### src/rtl/spi_apb_pkg.sv
// rtl/spi_apb_pkg.sv - shared types, frame field positions and status-byte layout for the SPI-to-APB bridge
package spi_apb_pkg;

   typedef enum logic [1:0] {
      IDLE   = 2'd0,
      SETUP  = 2'd1,
      ACCESS = 2'd2
   } state_t;

   localparam int FRAME_W  = 16;
   localparam int CNT_W    = 5;
   localparam logic [CNT_W-1:0] FRAME_CNT = CNT_W'(FRAME_W);

   localparam int WR_BIT   = 15;
   localparam int ADDR_MSB = 14;
   localparam int ADDR_LSB = 8;
   localparam int DATA_MSB = 7;
   localparam int DATA_LSB = 0;

   localparam int STAT_ERR_BIT  = 7;
   localparam int STAT_OVR_BIT  = 6;
   localparam int STAT_BUSY_BIT = 5;

   // Upper byte carries status flags, lower byte the last read data.
   function automatic logic [FRAME_W-1:0] status_word(input logic err, input logic ovr,
                                                      input logic busy, input logic [7:0] rd);
      logic [7:0] st;
      st = '0;
      st[STAT_ERR_BIT]  = err;
      st[STAT_OVR_BIT]  = ovr;
      st[STAT_BUSY_BIT] = busy;
      return {st, rd};
   endfunction

endpackage

### src/rtl/spi_sync2.sv
// rtl/spi_sync2.sv - parameterized-width two-flop synchronizer with per-bit reset value
module spi_sync2 #(
   parameter int             W       = 1,
   parameter logic [W-1:0]   RST_VAL = '0
) (
   input  logic         clk,
   input  logic         rst,
   input  logic [W-1:0] d,
   output logic [W-1:0] q
);

   logic [W-1:0] meta_q;
   logic [W-1:0] sync_q;

   always_ff @(posedge clk or posedge rst) begin
      if (rst) begin
         meta_q <= RST_VAL;
         sync_q <= RST_VAL;
      end else begin
         meta_q <= d;
         sync_q <= meta_q;
      end
   end

   assign q = sync_q;

endmodule

### src/rtl/spi_slave_to_apb.sv
// rtl/spi_slave_to_apb.sv - SPI mode-0 slave turning 16-bit frames into APB transfers
// Optional ACCESS timeout is compiled in with SPI_SLV_APB_TIMEOUT_EN.
module spi_slave_to_apb
   import spi_apb_pkg::*;
#(
   parameter int APB_AW            = 32,
   parameter int PCLK_PER_SCLK_MIN = 8
) (
   input  logic              PCLK,
   input  logic              PRESET,
   input  logic              spi_sclk,
   input  logic              spi_ss_n,
   input  logic              spi_mosi,
   output logic              spi_miso,
   output logic [APB_AW-1:0] PADDR,
   output logic              PSEL,
   output logic              PENABLE,
   output logic              PWRITE,
   output logic [31:0]       PWDATA,
   input  logic [31:0]       PRDATA,
   input  logic              PREADY,
   input  logic              PSLVERR,
   output logic              frame_err
);

   // Each synced SCLK phase must outlast the 3-cycle sync+edge latency.
   localparam int unused_sclk_ratio = PCLK_PER_SCLK_MIN;
   logic unused_prdata_hi;
   assign unused_prdata_hi = ^PRDATA[31:8];

   logic [2:0] sync_out;
   logic       sclk_s, ss_n_s, mosi_s;

   spi_sync2 #(.W(3), .RST_VAL(3'b010)) u_sync (
      .clk (PCLK),
      .rst (PRESET),
      .d   ({spi_sclk, spi_ss_n, spi_mosi}),
      .q   (sync_out)
   );
   assign {sclk_s, ss_n_s, mosi_s} = sync_out;

   state_t             state_q, state_d;
   logic               sclk_prev_q, sclk_prev_d, ss_n_prev_q, ss_n_prev_d;
   logic [CNT_W-1:0]   bit_cnt_q, bit_cnt_d;
   logic [FRAME_W-1:0] rx_shift_q, rx_shift_d, tx_shift_q, tx_shift_d;
   logic [7:0]         rd_buf_q, rd_buf_d, wdata_q, wdata_d;
   logic [6:0]         addr7_q, addr7_d;
   logic               pwrite_q, pwrite_d, last_err_q, last_err_d;
   logic               overrun_q, overrun_d, frame_err_q, frame_err_d;
`ifdef SPI_SLV_APB_TIMEOUT_EN
   logic [4:0]         tmo_cnt_q, tmo_cnt_d;
`endif

   logic sclk_rise, sclk_fall, ss_fall, ss_rise, frame_valid;

   assign sclk_rise   = sclk_s & ~sclk_prev_q;
   assign sclk_fall   = ~sclk_s & sclk_prev_q;
   assign ss_fall     = ~ss_n_s & ss_n_prev_q;
   assign ss_rise     = ss_n_s & ~ss_n_prev_q;
   assign frame_valid = ss_rise & (bit_cnt_q == FRAME_CNT);

   always_comb begin
      sclk_prev_d = sclk_s;
      ss_n_prev_d = ss_n_s;
      bit_cnt_d   = bit_cnt_q;
      rx_shift_d  = rx_shift_q;
      tx_shift_d  = tx_shift_q;
      if (ss_fall) begin
         bit_cnt_d  = '0;
         tx_shift_d = status_word(last_err_q, overrun_q, state_q != IDLE, rd_buf_q);
      end else if (!ss_n_s) begin
         if (sclk_rise && bit_cnt_q < FRAME_CNT) begin
            rx_shift_d = {rx_shift_q[FRAME_W-2:0], mosi_s};
            bit_cnt_d  = bit_cnt_q + 1'b1;
         end
         if (sclk_fall) begin
            tx_shift_d = {tx_shift_q[FRAME_W-2:0], 1'b0};
         end
      end
   end

   always_comb begin
      state_d     = state_q;
      PSEL        = 1'b0;
      PENABLE     = 1'b0;
      addr7_d     = addr7_q;
      wdata_d     = wdata_q;
      pwrite_d    = pwrite_q;
      rd_buf_d    = rd_buf_q;
      last_err_d  = last_err_q;
      overrun_d   = ss_fall ? 1'b0 : overrun_q;
      frame_err_d = (ss_rise & ~frame_valid) | (frame_valid & (state_q != IDLE));
`ifdef SPI_SLV_APB_TIMEOUT_EN
      tmo_cnt_d   = (state_q == ACCESS) ? tmo_cnt_q + 5'd1 : 5'd0;
`endif
      if (frame_valid && state_q != IDLE) begin
         overrun_d = 1'b1;
      end
      case (state_q)
         IDLE: begin
            if (frame_valid) begin
               state_d  = SETUP;
               pwrite_d = rx_shift_q[WR_BIT];
               addr7_d  = rx_shift_q[ADDR_MSB:ADDR_LSB];
               wdata_d  = rx_shift_q[DATA_MSB:DATA_LSB];
            end
         end
         SETUP: begin
            PSEL    = 1'b1;
            state_d = ACCESS;
         end
         ACCESS: begin
            PSEL    = 1'b1;
            PENABLE = 1'b1;
            if (PREADY) begin
               state_d    = IDLE;
               last_err_d = PSLVERR;
               if (!pwrite_q) begin
                  rd_buf_d = PRDATA[7:0];
               end
`ifdef SPI_SLV_APB_TIMEOUT_EN
            end else if (tmo_cnt_q == 5'd15) begin
               state_d    = IDLE;
               last_err_d = 1'b1;
`endif
            end
         end
         default: state_d = IDLE;
      endcase
   end

   always_ff @(posedge PCLK or posedge PRESET) begin
      if (PRESET) begin
         state_q     <= IDLE;
         sclk_prev_q <= 1'b0;
         ss_n_prev_q <= 1'b1;
         bit_cnt_q   <= '0;
         rx_shift_q  <= '0;
         tx_shift_q  <= '0;
         rd_buf_q    <= '0;
         wdata_q     <= '0;
         addr7_q     <= '0;
         pwrite_q    <= 1'b0;
         last_err_q  <= 1'b0;
         overrun_q   <= 1'b0;
         frame_err_q <= 1'b0;
`ifdef SPI_SLV_APB_TIMEOUT_EN
         tmo_cnt_q   <= '0;
`endif
      end else begin
         state_q     <= state_d;
         sclk_prev_q <= sclk_prev_d;
         ss_n_prev_q <= ss_n_prev_d;
         bit_cnt_q   <= bit_cnt_d;
         rx_shift_q  <= rx_shift_d;
         tx_shift_q  <= tx_shift_d;
         rd_buf_q    <= rd_buf_d;
         wdata_q     <= wdata_d;
         addr7_q     <= addr7_d;
         pwrite_q    <= pwrite_d;
         last_err_q  <= last_err_d;
         overrun_q   <= overrun_d;
         frame_err_q <= frame_err_d;
`ifdef SPI_SLV_APB_TIMEOUT_EN
         tmo_cnt_q   <= tmo_cnt_d;
`endif
      end
   end

   assign spi_miso  = tx_shift_q[FRAME_W-1] & ~ss_n_s;
   assign PADDR     = APB_AW'({addr7_q, 2'b00});
   assign PWDATA    = {24'b0, wdata_q};
   assign PWRITE    = pwrite_q;
   assign frame_err = frame_err_q;

endmodule

### config.mk
export PLATFORM = sky130hd
export DESIGN_NAME = spi_slave_to_apb
export DESIGN_NICKNAME = d
export VERILOG_FILES = /design/src/rtl/spi_apb_pkg.sv /design/src/rtl/spi_sync2.sv /design/src/rtl/spi_slave_to_apb.sv
export SDC_FILE = /design/constraint.sdc
export NUM_CORES = 1
export LEC_CHECK = 0
export BUFFER_PORTS_ARGS = -buffer_cell sky130_fd_sc_hd__buf_2
export CAP_MARGIN = 15
export CORE_MARGIN = 3
export CORE_UTILIZATION = 40
export CTS_CLUSTER_SIZE = 20
export DETAILED_ROUTE_END_ITERATION = 7
export GPL_TIMING_DRIVEN = 0
export PLACE_DENSITY = 0.75
export SLEW_MARGIN = 20
export SYNTH_ARGS = -nofsm -noshare
export SYNTH_HDL_FRONTEND = slang
export SYNTH_HIERARCHICAL = 1
export SYNTH_SLANG_ARGS = --single-unit
### constraint.sdc
create_clock -name PCLK -period 3.5 [get_ports PCLK]
set_clock_uncertainty 0.2 [all_clocks]
set_input_delay 0.7 -clock PCLK [delete_from_list [all_inputs] [get_ports PCLK]]
set_output_delay 0.7 -clock PCLK [all_outputs]
set_load 0.05 [all_outputs]
# After elaboration in Yosys (flattened, before gate mapping)
# Cells that the tools add are included.
# W data, S select, Z words.
dict set report word_totals {
  output_inout_bits 69
  reg_bits 74
  wordCells 67
}
dict set report classes {
  n_reduce_logical 15
  muxes 13
  n_addsub 1
  n_bitwise 16
  eq_ne 6
  n_lt_le_gt_ge 1
}
# op n
set op_table {}
lappend op_table {{$mux W16} 3}
lappend op_table {{$mux W5} 3}
lappend op_table {{$reduce_and A2 Y1} 5}
lappend op_table {{$and A1 B1 Y1} 8}
lappend op_table {{$reduce_bool A2 Y1} 4}
lappend op_table {{$not A1 Y1} 7}
lappend op_table {{$ne A2 B2 Y1 const B} 3}
lappend op_table {{$pmux W2 S3} 1}
lappend op_table {{$reduce_and A3 Y1} 2}
lappend op_table {{$add A5 B1 Y5 const B} 1}
lappend op_table {{$eq A5 B5 Y1 const B} 1}
lappend op_table {{$lt A5 B5 Y1 const B} 1}
lappend op_table {{$mux W1} 4}
lappend op_table {{$mux W2} 2}
lappend op_table {{$eq A2 B1 Y1 const B} 1}
lappend op_table {{$eq A2 B2 Y1 const B} 1}
lappend op_table {{$logic_and A1 B1 Y1} 2}
lappend op_table {{$logic_not A2 Y1} 1}
lappend op_table {{$reduce_or A2 Y1} 1}
lappend op_table {{$or A1 B1 Y1} 1}

# Longest topological paths before layout
# Gate-level depths: netlist (run 1).
dict set report logic_depth {
  depth_word 6
  ltp_mapped 7
}

# Hierarchy
# The synthesis (run 1) kept the hierarchy.
# mod cells_per_inst seq_area_each_um2 instances area_each_um2
set modules_own_cells {}
lappend modules_own_cells {spi_slave_to_apb 291 1702.9 1 3169.3}
lappend modules_own_cells {spi_sync2 7 152.6 1 156.4}

# Worst setup path after synthesis (run 1)
# Ideal clock, no wire load.
dict set report synth_timing {
  path_kind {register -> register}
  startpoint {register state_q[0]}
  endpoint {register rd_buf_q[0]}
  required_time_ns 3.175
  setup_ns 0.125
  slack_ns 1.331
  arrival_ns 1.844
  stages_incl_launch_ff 7
  path_cell_list {dfrtp_1 inv_1 ha_1 nand2_1 or2_2 clkbuf_1 mux2_2}
}
dict set report synth_via {
  elab_chain_cells 2
}
# item line_no
set synth_lines {}
lappend synth_lines {{from (decl)} spi_slave_to_apb.sv:42} ;# state_t state_q, state_d;
lappend synth_lines {{from (signal assigned)} spi_slave_to_apb.sv:151} ;# state_q <= state_d;
lappend synth_lines {{$eq A2 B2 Y1} spi_slave_to_apb.sv:99} ;# case (state_q)
lappend synth_lines {{$reduce_and A3 Y1 (no source line)} -}
lappend synth_lines {{to (signal assigned)} spi_slave_to_apb.sv:157} ;# rd_buf_q <= rd_buf_d;
lappend synth_lines {{to (decl)} spi_slave_to_apb.sv:46} ;# logic [7:0] rd_buf_q, rd_buf_d, wdata_q, wdata_d;
# No other way between the ends.
# A chain may end at the register's enable or synchronous reset.

# Worst setup path in the final report (run 1)
dict set report layout_timing {
  startpoint {register u_sync.sync_q[1] (netlist: u_sync/q[1])}
  endpoint {output port spi_miso}
}
dict set report layout_via {
  elab_chain_cells 2
}
# item line_no
set layout_lines {}
lappend layout_lines {{from (decl)} spi_sync2.sv:13} ;# logic [W-1:0] sync_q;
lappend layout_lines {{from (signal assigned)} spi_sync2.sv:21} ;# sync_q <= meta_q;
lappend layout_lines {{$not A1 Y1} spi_slave_to_apb.sv:170} ;# assign spi_miso = tx_shift_q[FRAME_W-1] & ~ss_n_s;
lappend layout_lines {{$and A1 B1 Y1} spi_slave_to_apb.sv:170}
lappend layout_lines {{to (decl)} spi_slave_to_apb.sv:14} ;# output logic spi_miso,
# No other way between the ends.

==> out/qor.yml, run 1 <==
detailed_routing:
  firstDrtPassIters: 4
  routed_wl_mm: 5.74
  drt-initial-drc-count: 92
  drc_errors: 0
  via_count: 2144
  wl_per_cell_um: 11.5
  ant_nets: 0
  post_drt_via_cell_ratio: 4.30
setup_path:
  start_kind: "flop"
  crit_fanout: 9
  timing.rr.start: "u_sync/q[1]$_DFF_PP1_"
  r2r-end: "wdata_q[7]$_DFFE_PP0P_"
  reg2regPathDepth: 5
  reg2reg_setup_slack_ns: 1.41
  critPathRequiredTime_ns: 2.60
  worstPathArrival_ns: 1.39
  endpoint_kind: "primary output"
  worstSetupPathType: "reg -> out"
placed_design:
  placed_cell_area_um2: 3830
  dp_hpwl_mm: 4.27
  portBuffers: 34
  place.gp.congestion: 0.772
sta:
  setup_viol: 0
  rsz0062_at_grt: "no"
  slew_headroom_pct: 61.6
  worst_pin_slew_ns: 0.575
  fin_tns_setup_ns: 0
  slew_viol_final: 0
  fmax_mhz: 436
  final_hold_viol_count: 0
  final.period_utilization_pct: 65.5
  layout_min_cycle_time_ns: 2.29
layout:
  area_growth_pct: 20.5
  multi_input_area_um2: 1220
  fill_cells: 716
  nets: 437
  drive_gt1_share_pct: 31.2
  seqCellArea_um2: 1860
  post-route-cell-area_um2: 4010
  n_antenna_cell: 0
logic_synthesis:
  syn_area_um2: 3330
  synth_top_family_by_area: "buffers and inverters"
  ys_types: 33
  synth_commonest_cells: "dfrtp_1, nand2_1, buf_4"
  async_reset_ff_share_pct: 100
  synth-adder-area-share_pct: 2.26
  synth_cells: 298
  synth_compound_area_share_pct: 5.23
  ys_ff_latch: 74
  yosys-top-cells-area: "dfrtp_1, buf_4, nand2_1"
  muxShareOfSynthArea_pct: 11.8
  yosysMostFrequentCell: "dfrtp_1"
  synthXorXnorAreaFrac_pct: 0.263
  ys.flop_type: "dfrtp_1"
  synth_area_per_cell_um2: 11.2
  synth_warnings: 6
  synth_top_cell_by_area: "dfrtp_1"
  yosysTopAreaCellShare_pct: 53.4
  synth_edf_count: 0
  synthSimpleGateAreaFrac_pct: 11.6
  seq_area_frac_synth_pct: 55.8
power_and_ir_drop:
  ir_drop_mv: 0.299
  power_density_nw_per_um2: 432
  leakagePower_nw: 2.24
grt:
  grt_pass1_wl_mm: 9.87
  grt_max_degree: 38
  top_usage_layer: "met2"
  gr-usage-met2_pct: 22.5
  grt_pass1_vias: 2163
  grt_use_total_pct: 12.8
  use_met3_pct: 4.52
  grt-ovfl-total: 0
  grt_antenna_before_repair: 0
  grt_use_met1_pct: 15.0
clock_tree:
  cts.root.buffer_cell: "clkbuf_8"
  cts.sinks: 74
  clk_latency_ns: 0.33
  cts_tree: "done"
  clkTransAtPathRegs_ns: 0.07
  post_cts.repair.setup_buffers: 0
  h-tree-depth: 3
  cts_buffers: 9
  cts_resized: 0
  clockBufferDepth: 2
  holdBufCountCts: 0
floorplanning:
  io_pins: 108
  die_x_um: 97.2
  die-height_um: 97.2
  row_count: 32
  start_util_pct: 42.2
  core_um2: 7890
  die_area_um2: 9440
flow_run:
  cap_violations: 0
hold_path:
  holdCritPathClass: "in -> async"
run_status:
  status: "finished clean"
## metal layers
metal,routed length [µm],share of wire [%]
met1,2430,42
met2,2970,52
met3,307,5.3
met4,36,0.63
met5,0,0
## flip-flops by register name, indices dropped and copies added (netlist names)
signal         flops
sclk_prev_q        1
rd_buf_q           8
wdata_q            8
PWRITE             1
u_sync/q           3
rx_shift_q        16
state_q            2
last_err_q         1
ss_n_prev_q        1
u_sync/meta_q      3
overrun_q          1
frame_err          1
tx_shift_q        16
addr7_q            7
bit_cnt_q          5
## worst max path at each step
stage,endpoint,startpoint,cells after the start
6_report,spi_miso,u_sync/q[1]$_DFF_PP1_,2
5_1_grt,spi_miso,u_sync/q[1]$_DFF_PP1_,2
4_1_cts,spi_miso,u_sync/q[1]$_DFF_PP1_,2
3_5_place_dp,rd_buf_q[6]$_DFFE_PP0P_,PREADY,5
3_3_place_gp,rd_buf_q[5]$_DFFE_PP0P_,PRESET,2
2_1_floorplan,PWRITE$_DFFE_PP0P_,PRESET,1
## cell families (layout without fill, tap and decap cells)
group,count (synthesis),in the layout
xor+xnor,1,1
mux,35,35
flops,74,74
fa+ha+maj,6,6
buf+inv,66,117
other cells,1,49
compound gates,28,28
simple gates,87,87
## placed cells by master, fill, tap and decap left out, types with 2 or more instances in the layout
cell	n
dfstp_2	3
mux2_1	10
mux2_2	15
buf_4	49
nor2_1	4
clkbuf_8	11
conb_1	49
buf_2	35
ha_1	6
mux2i_1	8
clkbuf_1	10
and2_1	2
nand2_1	67
dfrtp_1	71
o21ai_0	13
o21bai_1	2
a22o_1	7
mux2_4	2
inv_1	7
a21oi_1	5
clkinvlp_4	2
and2b_1	3
## power breakdown
| group | switching (W) | leakage [nW] | internal, W |
|---|---|---|---|
| Clock | 0.000297 | 0.0859 | 0.000298 |
| Sequential | 0.0000195 | 1.00 | 0.000879 |
| Combinational | 0.000174 | 1.15 | 0.0000640 |
| Total | 0.000490 | 2.24 | 0.00124 |
## critical path, stage by stage, from the launching register on
cell and delay, ns:
dfstp_2 0.64, and2b_1 0.21, buf_2 0.21
## stage by stage
| step | worst slack, ns | util, % | power, W | cells | hold slack (ns) |
|---|---|---|---|---|---|
| 2_1_floorplan | 0.890 | - | 0.00112 | 346 | 0.131 |
| 3_3_place_gp | 0.114 | 48.2 | 0.00114 | 482 | 0.134 |
| 3_5_place_dp | 1.36 | 48.5 | 0.00115 | 483 | 0.146 |
| 4_1_cts | 1.19 | 50.8 | 0.00175 | 499 | 0.0824 |
| 5_1_grt | 1.14 | 50.8 | 0.00181 | 499 | 0.0891 |
| 6_report | 1.21 | 50.8 | 0.00173 | 499 | 0.0943 |
## final cells by class
class	instances	area share, %
multi-input combinational	206	30.4
inverter	8	0.811
clock inverter	3	0.593
buffer	58	10.0
timing repair buffer	35	4.74
sequential	74	46.3
tap	102	3.18
clock buffer	13	3.96
Note: power is estimated with default switching activity, not from simulation.
==> inputs of run 2 (changes only) <==
--- a/config.mk
+++ b/config.mk
@@ -12,7 +12,7 @@
 export CTS_CLUSTER_SIZE = 20
 export DETAILED_ROUTE_END_ITERATION = 7
 export GPL_TIMING_DRIVEN = 0
-export PLACE_DENSITY = 0.75
+export PLACE_DENSITY = 0.78
 export SLEW_MARGIN = 20
 export SYNTH_ARGS = -nofsm -noshare
 export SYNTH_HDL_FRONTEND = slang
==> constraint.sdc (replaced) <==
create_clock -name PCLK -period 2 [get_ports PCLK]
set_clock_uncertainty 0.2 [all_clocks]
set_input_delay 0.4 -clock PCLK [delete_from_list [all_inputs] [get_ports PCLK]]
set_output_delay 0.4 -clock PCLK [all_outputs]
set_load 0.05 [all_outputs]
==> out/qor.yml, run 2 (same netlist as run 1, synthesis figures left out) <==
layout:
  nets: 448  # was 437
  area_growth_pct: 26.6  # was 20.5%
  mostFrequentLayoutCell: "dfrtp_1"  # unchanged
  fill_cells: 685  # was 716
  mostFrequentLayoutCells: "dfrtp_1, nand2_1, buf_4"  # was dfrtp_1, nand2_1, buf_4, conb_1, buf_2
  top_regs: "rx_shift_q x16, tx_shift_q x16"  # unchanged
  final_util_pct: 53.4  # was 50.8%
  drive_gt1_share_pct: 35.5  # was 31.2%
  n_antenna_cell: 0  # unchanged
clock_tree:
  cts_buffers: 9  # unchanged
  h-tree-depth: 3  # unchanged
  cts.sinks: 74  # unchanged
  clk_latency_ns: 0.34  # was 0.33 ns
  cts_tree: "done"  # unchanged
  clkTransAtPathRegs_ns: 0.08  # was 0.07 ns
  cts.root.buffer_cell: "clkbuf_8"  # unchanged
  clockBufferDepth: 2  # unchanged
sta:
  fin_ws_ns: 0.00520  # was 1.21 ns
  worst_pin_slew_ns: 0.562  # was 0.575 ns
  slew_viol_final: 0  # unchanged
  final.period_utilization_pct: 99.7
  slew_headroom_pct: 62.4  # was 61.6%
  fmax_mhz: 501
  setup_viol: 0  # unchanged
  final_hold_viol_count: 0  # unchanged
  layout_min_cycle_time_ns: 1.99
  rsz0062_at_grt: "yes"  # was no
flow_run:
  cap_violations: 0  # unchanged
setup_path:
  crit_fanout: 2  # was 9
  endpoint_kind: "flop"  # was primary output
  start_kind: "flop"  # unchanged
  worstPathArrival_ns: 2.03  # was 1.39 ns
  critPathRequiredTime_ns: 2.03  # was 2.60 ns
  worstSetupPathType: "reg -> reg"  # was reg -> out
detailed_routing:
  drt-initial-drc-count: 89  # was 92
  via_count: 2157  # was 2144
  routed_wl_mm: 5.99  # was 5.74 mm
  firstDrtPassIters: 4  # unchanged
  post_drt_via_cell_ratio: 4.23  # was 4.30
  drc_errors: 0  # unchanged
  ant_nets: 0  # unchanged
  wl_per_cell_um: 11.7  # was 11.5 µm
power_and_ir_drop:
  ir_drop_mv: 0.391  # was 0.299 mV
  power_density_nw_per_um2: 758  # was 432 nW/µm²
  leakagePower_nw: 2.33  # was 2.24 nW
placed_design:
  preCtsSetupSlack_ns: -0.110  # was 1.36 ns
  portBuffers: 34  # unchanged
  place.gp.congestion: 0.771  # was 0.772
  dp_hpwl_mm: 4.27  # about the same
grt:
  grt_pass1_vias: 2137  # was 2163
  grt_pass1_wl_mm: 9.99  # was 9.87 mm
  grt-ovfl-total: 0  # unchanged
  grt_antenna_before_repair: 0  # unchanged
  grt_use_total_pct: 13.2  # was 12.8%
  grt_max_degree: 34  # was 38
floorplanning:
  die_x_um: 97.2  # unchanged
  die_area_um2: 9440  # unchanged
  row_count: 32  # unchanged
  core_um2: 7890  # unchanged
  die-height_um: 97.2  # unchanged
  io_pins: 108  # unchanged
  start_util_pct: 42.2  # unchanged
run_status:
  status: "finished clean"  # unchanged
hold_path:
  holdCritPathClass: "in -> reg"  # was in -> async
## run 2: cell count changes in the layout (fill, tap and decap cells not counted), sizes merged
cell / before / now
buf: 85 / 94
clkinvlp: 2 / 3
dlygate4sd3: 0 / 4
bufinv: 0 / 1
inv: 8 / 7
clkbuf: 21 / 18
## run 2: area by class of cell
cell class	instances	area, µm²	share of cell area (%)
plain buffers	56	402	9.54
clock buffers	12	155	3.68
clock inverters	4	50.0	1.19
inverters	8	33.8	0.802
multi-input cells	206	1270	30.2
flip-flops and latches	74	1860	44.1
well taps	102	128	3.03
repair buffers	48	315	7.49
## run 2: worst paths after layout
kind	to	cells after the start	from	slack, ns
min in group asynchronous	u_sync/meta_q[0]$_DFF_PP0_	3	PRESET	0.34
max in group asynchronous	ss_n_prev_q$_DFF_PP1_	5	PRESET	0.51
worst max-delay path	state_q[0]$_DFFE_PP0P_	6	bit_cnt_q[0]$_DFFE_PP0P_	0.005
worst min register to register	u_sync/q[0]$_DFF_PP0_	0	u_sync/meta_q[0]$_DFF_PP0_	0.15
worst max register to register	state_q[0]$_DFFE_PP0P_	6	bit_cnt_q[0]$_DFFE_PP0P_	0.005
worst min-delay path	rd_buf_q[3]$_DFFE_PP0P_	2	PRDATA[3]	0.09
## run 2: repair_timing
action | in CTS | in global routing
hold buffers | 4 | 0
buffers inserted | 5 | 3
resized for setup | 7 | 14
endpoints found under the setup margin | 14 | 36
gates cloned | 0 | 0
pin swaps | 4 | 1
endpoints found under the hold margin | 18 | 0
## run 2: through the flow
| step | hold slack (ns) | total power (W) | instances | setup TNS (ns) | area [µm²] |
|---|---|---|---|---|---|
| finish | 0.0865 | 0.00319 | 510 | 0 | 4210 |
| detailed placement | 0.135 | 0.00202 | 484 | -1.11 | 3860 |
| floorplan | -0.0105 | 0.00196 | 346 | 0 | 3520 |
| global route | 0.0862 | 0.00333 | 510 | -0.0608 | 4210 |
| global placement | 0.135 | 0.00200 | 482 | -0.770 | 3820 |
| CTS | 0.0677 | 0.00322 | 509 | -0.000536 | 4160 |
## run 2: critical path, cell delays in order, from the launching register on
cell     delay (ns)
dfrtp_1        0.40
inv_2          0.08
ha_4           0.13
nand2_4        0.05
or4_4          0.49
a22o_4         0.24
mux2_4         0.29
## run 2: layer usage
metal	wire [µm]	share of wire [%]	vias up	global-route usage (%)
met5	0	0	-	0
met4	132	2.2	0	7.13
met3	304	5.1	9	2.73
met2	3050	51	54	22.3
met1	2500	42	1014	15.6
li1	-	-	1080	-
## run 2: power breakdown
part / leakage (nW) / internal (W) / switching [W]
Sequential: 1.00 / 0.00154 / 0.0000318
Clock: 0.0986 / 0.000642 / 0.000529
Combinational: 1.22 / 0.000134 / 0.000315
